[src/rtl/pcpi_arb_pkg.sv]
// Shared definitions for the two-requester PCPI divide arbiter.
package pcpi_arb_pkg;

  typedef enum logic [1:0] {
    IDLE    = 2'd0,
    ISSUE   = 2'd1,
    RESPOND = 2'd2
  } arb_state_e;

  localparam logic [6:0] OPCODE_OP     = 7'b0110011;
  localparam logic [6:0] FUNCT7_MULDIV = 7'b0000001;

endpackage

[src/rtl/pcpi_div_decode.sv]
// Per-requester decoder: flags the DIV/DIVU/REM/REMU half of the RV32M group.
module pcpi_div_decode
  import pcpi_arb_pkg::*;
(
  input  logic [6:0] opcode,
  input  logic [6:0] funct7,
  input  logic       funct3_msb,
  output logic       is_div
);

  // funct3[2] separates the divide/remainder ops from the multiply ops
  assign is_div = (opcode == OPCODE_OP) && (funct7 == FUNCT7_MULDIV) && funct3_msb;

endmodule

[src/rtl/pcpi_div_arbiter.sv]
// Shares one PCPI divider between two PCPI requesters with round-robin
// arbitration; the result is returned only to the requester that issued it.
module pcpi_div_arbiter
  import pcpi_arb_pkg::*;
#(
  parameter int NREQ = 2
) (
  input  logic                clk,
  input  logic                resetn,
  input  logic [NREQ-1:0]     pcpi_valid_i,
  input  logic [NREQ*32-1:0]  pcpi_insn_i,
  input  logic [NREQ*32-1:0]  pcpi_rs1_i,
  input  logic [NREQ*32-1:0]  pcpi_rs2_i,
  output logic [NREQ-1:0]     pcpi_wr_o,
  output logic [NREQ*32-1:0]  pcpi_rd_o,
  output logic [NREQ-1:0]     pcpi_wait_o,
  output logic [NREQ-1:0]     pcpi_ready_o,
  output logic                div_valid,
  output logic [31:0]         div_insn,
  output logic [31:0]         div_rs1,
  output logic [31:0]         div_rs2,
  input  logic                div_wr,
  input  logic [31:0]         div_rd,
  input  logic                div_wait,
  input  logic                div_ready,
  output logic                busy,
  output logic                grant
);

  // The round-robin and one-bit grant only make sense for a pair of requesters
  if (NREQ != 2) begin : g_nreq_check
    $error("pcpi_div_arbiter supports exactly two requesters");
  end

  // Downstream busy is observed only; the handshake completes on div_ready
  logic div_wait_unused;
  assign div_wait_unused = div_wait;

  logic [31:0]     insn_a [NREQ];
  logic [31:0]     rs1_a  [NREQ];
  logic [31:0]     rs2_a  [NREQ];
  logic [NREQ-1:0] is_div;
  logic [NREQ-1:0] req;

  arb_state_e      state_q, state_d;
  logic            grant_q, grant_d;
  logic            busy_q, busy_d;
  logic            div_valid_q, div_valid_d;
  logic [31:0]     op_insn_q, op_insn_d;
  logic [31:0]     op_rs1_q, op_rs1_d;
  logic [31:0]     op_rs2_q, op_rs2_d;
  logic            abort_q, abort_d;
  logic [NREQ-1:0] ready_q, ready_d;
  logic [NREQ-1:0] wr_q, wr_d;
  logic [31:0]     rd_q [NREQ];
  logic [31:0]     rd_d [NREQ];
  logic            win;
  logic            abort_now;

  genvar gi;
  generate
    for (gi = 0; gi < NREQ; gi++) begin : g_req
      assign insn_a[gi] = pcpi_insn_i[gi*32 +: 32];
      assign rs1_a[gi]  = pcpi_rs1_i[gi*32 +: 32];
      assign rs2_a[gi]  = pcpi_rs2_i[gi*32 +: 32];

      pcpi_div_decode u_decode (
        .opcode     (insn_a[gi][6:0]),
        .funct7     (insn_a[gi][31:25]),
        .funct3_msb (insn_a[gi][14]),
        .is_div     (is_div[gi])
      );

      // Wait is raised as soon as a divide is presented, even while the
      // other requester is being served, so neither core times out.
      assign req[gi]          = pcpi_valid_i[gi] & is_div[gi];
      assign pcpi_wait_o[gi]  = req[gi];
      assign pcpi_ready_o[gi] = ready_q[gi];
      assign pcpi_wr_o[gi]    = wr_q[gi];
      assign pcpi_rd_o[gi*32 +: 32] = rd_q[gi];
    end
  endgenerate

  assign div_valid = div_valid_q;
  assign div_insn  = op_insn_q;
  assign div_rs1   = op_rs1_q;
  assign div_rs2   = op_rs2_q;
  assign busy      = busy_q;
  assign grant     = grant_q;

  // Next-state and registered-output computation for the arbitration FSM
  always_comb begin
    state_d     = state_q;
    grant_d     = grant_q;
    busy_d      = busy_q;
    div_valid_d = div_valid_q;
    op_insn_d   = op_insn_q;
    op_rs1_d    = op_rs1_q;
    op_rs2_d    = op_rs2_q;
    abort_d     = abort_q;
    ready_d     = '0;
    wr_d        = '0;
    for (int i = 0; i < NREQ; i++) rd_d[i] = '0;
    win         = ~grant_q;
    // A granted requester that lets go of valid at any point in ISSUE
    // forfeits its result; the divider still runs to completion.
    abort_now   = abort_q | ~pcpi_valid_i[grant_q];

    unique case (state_q)
      IDLE: begin
        if (|req) begin
          // On a tie the requester that was not served last wins
          win         = (&req) ? ~grant_q : req[1];
          grant_d     = win;
          op_insn_d   = insn_a[win];
          op_rs1_d    = rs1_a[win];
          op_rs2_d    = rs2_a[win];
          abort_d     = 1'b0;
          div_valid_d = 1'b1;
          busy_d      = 1'b1;
          state_d     = ISSUE;
        end
      end
      ISSUE: begin
        abort_d = abort_now;
        if (div_ready) begin
          div_valid_d = 1'b0;
          state_d     = RESPOND;
          if (!abort_now) begin
            ready_d[grant_q] = 1'b1;
            wr_d[grant_q]    = div_wr;
            rd_d[grant_q]    = div_rd;
          end
        end
      end
      RESPOND: begin
        // Result strobes clear by default; one idle cycle precedes the next grant
        abort_d = 1'b0;
        busy_d  = 1'b0;
        state_d = IDLE;
      end
      default: begin
        state_d     = IDLE;
        busy_d      = 1'b0;
        div_valid_d = 1'b0;
      end
    endcase
  end

  // All arbiter state, including the registered PCPI and divider outputs
  always_ff @(posedge clk or negedge resetn) begin
    if (!resetn) begin
      state_q     <= IDLE;
      grant_q     <= 1'b1;
      busy_q      <= 1'b0;
      div_valid_q <= 1'b0;
      op_insn_q   <= '0;
      op_rs1_q    <= '0;
      op_rs2_q    <= '0;
      abort_q     <= 1'b0;
      ready_q     <= '0;
      wr_q        <= '0;
      for (int i = 0; i < NREQ; i++) rd_q[i] <= '0;
    end else begin
      state_q     <= state_d;
      grant_q     <= grant_d;
      busy_q      <= busy_d;
      div_valid_q <= div_valid_d;
      op_insn_q   <= op_insn_d;
      op_rs1_q    <= op_rs1_d;
      op_rs2_q    <= op_rs2_d;
      abort_q     <= abort_d;
      ready_q     <= ready_d;
      wr_q        <= wr_d;
      for (int i = 0; i < NREQ; i++) rd_q[i] <= rd_d[i];
    end
  end

endmodule

[config.mk]
export PLATFORM = sky130hd
export DESIGN_NAME = pcpi_div_arbiter
export DESIGN_NICKNAME = d
export VERILOG_FILES = /design/src/rtl/pcpi_arb_pkg.sv /design/src/rtl/pcpi_div_decode.sv /design/src/rtl/pcpi_div_arbiter.sv
export SDC_FILE = /design/constraint.sdc
export NUM_CORES = 1
export LEC_CHECK = 0
export BUFFER_PORTS_ARGS = -buffer_cell sky130_fd_sc_hd__buf_4
export CAP_MARGIN = 5
export CORE_AREA = 2 2 154 156
export DETAILED_ROUTE_END_ITERATION = 8
export DIE_AREA = 0 0 156 158
export GPL_TIMING_DRIVEN = 1
export PLACE_DENSITY = 0.56
export RECOVER_POWER = 25
export SLEW_MARGIN = 20
export SYNTH_ARGS = -nofsm -noshare
export SYNTH_HDL_FRONTEND = slang
export SYNTH_SLANG_ARGS = --single-unit
[constraint.sdc]
create_clock -name clk -period 4.5 [get_ports clk]
set_clock_uncertainty 0.2 [all_clocks]
set_input_delay 0.45 -clock clk [delete_from_list [all_inputs] [get_ports clk]]
set_output_delay 0.45 -clock clk [all_outputs]
set_load 0.01 [all_outputs]
Word level (Yosys, flattened, before mapping). Index checks and enable logic that the tools add are counted.

Word-level logic and storage cells: 85. Output and inout bits: 169. Input bits: 231. Bits in registers: 170.

Reductions and logical operators: 15. $lt $le $gt $ge: 5. Bitwise operators: 11. Mux-type cells: 34. Equality and inequality tests: 8.

Operator list (count): $mux 32 (10); $mux 64 (3); $and 64x64->64 (1); $demux 32 s1 (1); $mux 2 (8); $eq 7x1->1 const B (2); $eq 7x6->1 const B (2); $reduce_and 2->1 (5); $mux 1 (7); $logic_and 1x1->1 (6); $pmux 1 s3 (2); $ge 2x2->1 const B (2); $ne 2x2->1 const B (2); $not 1->1 (4); $not 1->2 (2); $pmux 2 s2 (1); $reduce_and 3->1 (1); $reduce_bool 3->1 (1); $and 1x1->1 (2); $and 2x2->2 (1); $eq 2x1->1 const B (1); $eq 2x2->1 const B (1); $logic_not 2->1 (1); $lt 1x2->1 const B (1); other kinds (6) (6).

Depth between registers and ports, before layout.
Depth after elaboration: 10. Mapped depth: 7. Mapped depth without buffers: 5.

Cells and area by module. A second synthesis with hierarchy kept.

Cells, all modules: 640. Area total of the unflattened synthesis: 7852.5 um^2.

By module, submodules not included: pcpi_div_arbiter (seq. area each 4255.3 um^2, times used 1, cells an instance 630, area each 7762.4 um^2); pcpi_div_decode (seq. area each 0.0 um^2, times used 2, cells an instance 5, area each 45.0 um^2).

Worst setup path after synthesis. OpenSTA, ideal clock, no wires.

Kind: input-to-reg. Start: input pcpi_insn_i[28]. End: register op_rs1_q[31] (netlist: div_rs1[31]). Library setup time: 0.082 ns. Cell stages on the path: 7. Data arrival time: 2.094 ns. Required time: 4.218 ns. Setup slack: 2.124 ns. Path buffers: 2. Cells stage by stage: or4_1 nor4_4 a21bo_1 buf_2 buf_2 nand2_1 a31oi_1.

Longest elaborated chain between the ends: 10. Elaborated cells on any way between the ends: 12. Classes of those cells: eq/ne: 1; mux: 4; bitwise: 2; reduce/logical: 5.

Ends and longest elaborated chain: start, declared (line pcpi_div_arbiter.sv:11) `input logic [NREQ*32-1:0] pcpi_insn_i,`; $eq 7x1->1 * (line pcpi_div_decode.sv:12) `assign is_div = (opcode == OPCODE_OP) && (funct7 == FUNCT7_MULDIV) && funct3_msb;`; $logic_and 1x1->1 * (2 in a row) (line pcpi_div_decode.sv:12); $and 1x1->1 * (line pcpi_div_arbiter.sv:76) `assign req[gi] = pcpi_valid_i[gi] & is_div[gi];`; named net pcpi_wait_o[0] (line pcpi_div_arbiter.sv:16) `output logic [NREQ-1:0] pcpi_wait_o,`; $reduce_and 2->1 (line pcpi_div_arbiter.sv:113) `win = (&req) ? ~grant_q : req[1];`; $mux 1 (line pcpi_div_arbiter.sv:113); $not 1->2 (not written as such) (line pcpi_div_arbiter.sv:116) `op_rs1_d = rs1_a[win];`; $mux 32 (not written as such) (3 in a row) (line pcpi_div_arbiter.sv:116); end signal, assigned (line pcpi_div_arbiter.sv:170) `op_rs1_q <= op_rs1_d;`; end, declared (line pcpi_div_arbiter.sv:50) `logic [31:0] op_rs1_q, op_rs1_d;`.

The timed path passes the listed nets; every way through them passes the cells marked *. The select of a mux whose other input is x is not followed. A chain may end at the register's enable or synchronous reset.

Final worst setup path.
Start: input pcpi_insn_i[28]. End: register op_rs1_q[0] (netlist: div_rs1[0]).

Longest elaborated chain between the ends: 10. Elaborated cells on any way between the ends: 12. Classes of those cells: eq/ne: 1; mux: 4; bitwise: 2; reduce/logical: 5.

Ends and longest elaborated chain (line): $eq 7x1->1 * (pcpi_div_decode.sv:12); $logic_and 1x1->1 * (2 in a row) (pcpi_div_decode.sv:12); $and 1x1->1 * (pcpi_div_arbiter.sv:76); $reduce_and 2->1 (pcpi_div_arbiter.sv:113); $mux 1 (pcpi_div_arbiter.sv:113); $not 1->2 (not written as such) (pcpi_div_arbiter.sv:116); $mux 32 (not written as such) (3 in a row) (pcpi_div_arbiter.sv:116).

Mark *: on every way between the ends. The rest lies on a longest branch, timed or not. The select of a mux whose other input is x is not followed.

==> flow_summary.json <==
{
  "crit_path_cell_trace": "buf_4 -> or4_1 -> nor4_4 -> a21bo_4 -> buf_12 -> nand2_1 -> a31oi_1",
  "pwr-share-comb": 0.066,
  "fp.dieH_um": 158,
  "setup_ws_ns": 1.75,
  "crit_required_ns": 4.62,
  "cts_setup_buffers": 0,
  "cts.path.max_buffers": 2,
  "start_util": 0.288,
  "clock_latency_ns": 0.42,
  "clock-root-buffer": "clkbuf_16",
  "hold_viol_final": 0,
  "worstSetupPathType": "input port to flop",
  "status": "complete, but fails checks",
  "avgSynthCellArea_um2": 10.2,
  "regToRegSetupSlack_ns": 2.04,
  "p_leak_nw": 5.50,
  "htreeDepth": 4,
  "fp-row-count": 56,
  "failed_checks": "max-capacitance violations, max-slew violations",
  "reg2regPathDepth": 5,
  "grt_overflow": 0,
  "via_per_inst": 4.46,
  "yosysUniqueCellTypes": 28,
  "cp_num_buf_inv": 2,
  "p_sw_mw": 0.763,
  "grt_pass1_vias": 5987,
  "antenna_left": 0,
  "pin_count": 400,
  "synth_top_area_share": 0.636,
  "layout_min_cycle_time_ns": 2.75,
  "yosysMostFrequentCell": "dfrtp_1",
  "grt.total_usage": 0.179,
  "clk_pin_slew_worst_paths_ns": 0.08,
  "numCtsBuffers": 17,
  "cp_slowest_cell": "a21bo_4",
  "pwr-share-seq": 0.470,
  "nets": 1266,
  "switching_share": 0.235,
  "drt_iter0_drc": 280,
  "holdWs_ns": 0.0264,
  "slowest_delay_ns": 0.61,
  "core_area_um2": 23100,
  "synth_seq_area_share": 0.640,
  "synth_top_area_cell": "dfrtp_1",
  "min_path_cells": 2,
  "synth_cells": 652,
  "intPower_mw": 2.49,
  "synth_fp_nets": 883,
  "critical_path.max_fanout": 41,
  "place_congestion": 0.748,
  "cap_viol_max_count": 1,
  "antennaDiodeCount": 0,
  "end_kind": "flop",
  "grt_max_degree": 96,
  "tns_ns": 0,
  "crit_family": "simple AND/OR/NAND/NOR gates",
  "hold_class": "input port to flop",
  "final_min_period_over_clock_period": 0.610,
  "die_w_um": 156,
  "worstPathArrival_ns": 2.87,
  "syn2layout_area_growth_pct": 55.5,
  "synth_edf_count": 0,
  "ir_drop_uv": 259,
  "cts_tree": "yes",
  "port-buffer-count": 398,
  "rsz0062_at_grt": "no",
  "first_pass_iters": 4,
  "power_density_nw_per_um2": 315,
  "max_freq_ghz": 0.364,
  "dp_hpwl_um": 16100,
  "synth_common_cells": "169 x dfrtp_1, 166 x nand2_1, 83 x nor2_1",
  "cts_num_sinks": 170,
  "setup_violations": 0,
  "ys_warn_count": 0,
  "drive_gt1_frac": 0.383,
  "routedWlPerCell_um": 16.7,
  "timing.final.max_slew_violations": 76,
  "die_area_um2": 24600,
  "ys.flop_type": "dfrtp_1",
  "grt_pass1_wl_um": 33900,
  "dp_slack_ns": 1.26,
  "synth.area.top_cells": "dfrtp_1 64%, nand2_1 9.4%, a31oi_1 7.6%",
  "routed_wl_um": 22300,
  "clkPwrFrac": 0.464,
  "grt_antenna_before_repair": 0,
  "crit_path_start_kind": "input port",
  "max_slew.worst_pin.slew_ns": 2.00,
  "cts_resized": 0,
  "max-slew-margin-rel": -0.335,
  "synth_seq_cells": 170,
  "via_count": 5968,
  "drc": 0,
  "synthesis.area_um2": 6650,
  "crit_cells": 7,
  "async_reset_ff_frac": 1.00
}
[worst register-to-register path, delay by kind of cell (launching register included)]
family / cells / cell delay [ns]
buffers and inverters: 2 / 1.13
AND/OR/NAND/NOR: 3 / 0.66
flip-flops: 1 / 0.41
[worst paths after layout]
| check | endpoint | from |
|---|---|---|
| setup / recovery | div_rs1[0] | pcpi_insn_i[28] |
| hold / removal | pcpi_rd_o[33] | div_rd[1] |
| setup reg to reg | pcpi_rd_o[1] | state_q[1] |
| hold reg to reg | div_insn[0] | div_insn[0] |
| max in group asynchronous | div_valid | resetn |
| min in group asynchronous | pcpi_rd_o[58] | resetn |
[sequential cells by signal, summed over array words and instances, names as in the netlist]
| register | count |
|---|---|
| div_rs2 | 32 |
| pcpi_ready_o | 2 |
| pcpi_rd_o | 64 |
| abort_q | 1 |
| pcpi_wr_o | 2 |
| state_q | 2 |
| div_insn | 32 |
| div_rs1 | 32 |
| grant | 1 |
| div_valid | 1 |
| busy | 1 |
[kinds of logic (layout without fill, tap and decap cells)]
logic type,count (synthesis),count (layout),synth area share
AND/OR/NAND/NOR,343,343,0.238
flip-flops,170,170,0.640
AO/OA/AOI/OAI,91,91,0.0872
buffers and inverters,48,444,0.0346
[cells in the final DEF (no fill, tap or decap)]
master	n
a21bo_4	1
clkbuf_8	2
nor2b_1	9
a21o_1	2
nand4b_1	2
o21a_4	1
a31oi_1	81
a31o_2	1
o21ai_0	2
dfstp_2	1
clkinv_4	1
clkbuf_1	51
dfrtp_1	169
buf_4	352
bufinv_16	1
nor4_4	2
inv_6	8
nand3_1	1
a32oi_1	1
or2_1	3
inv_1	4
nand4bb_1	4
or4_4	1
clkbuf_2	1
nor2_1	83
a21boi_4	1
and2_1	66
or4_1	1
inv_8	3
nand2_1	166
o21ai_1	1
dlygate4sd3_1	1
nor3_2	2
or2_2	3
buf_12	3
clkbuf_16	17
[final cells by class]
class / count / area (µm²)
fill: 2334 / 12700
clock inverter: 13 / 143
inverter: 4 / 15.0
tap: 290 / 363
multi-input combinational: 434 / 2190
sequential: 170 / 4260
timing repair buffer: 408 / 2910
clock buffer: 19 / 453
[power by group through the flow]
stage / logic [mW] / registers, mW / clock network [mW]
global route: 0.239 / 1.53 / 1.63
finish: 0.215 / 1.53 / 1.51
detailed placement: 0.220 / 1.56 / 0
global placement: 0.218 / 1.56 / 0
floorplan: 0.0221 / 1.56 / 0
CTS: 0.221 / 1.53 / 1.56
[per-layer routing]
layer  track usage  part of all wire  vias to the layer above
met1         0.207              0.39                     2787
met3        0.0791              0.11                       11
met4        0.0476            0.0092                        0
met5             0                 0                        -
li1              -                 -                     2901
met2         0.305              0.49                      269
[repair_timing]
item                       4_1_cts  5_1_grt
hold buffers                     1        0
hold endpoints to repair        74        0
setup endpoints to repair        0        0
[through the flow]
stage                     std cells  utilization  instance area [µm²]  power [mW]
final                          1338        0.448                10300        3.25
after global routing           1338        0.448                10300        3.39
after CTS                      1338        0.457                10500        3.31
after detailed placement       1305        0.431                 9920        1.78
after global placement         1305        0.431                 9920        1.78
after floorplan                 652            -                 6650        1.58
(Power assumes the default switching activity.)
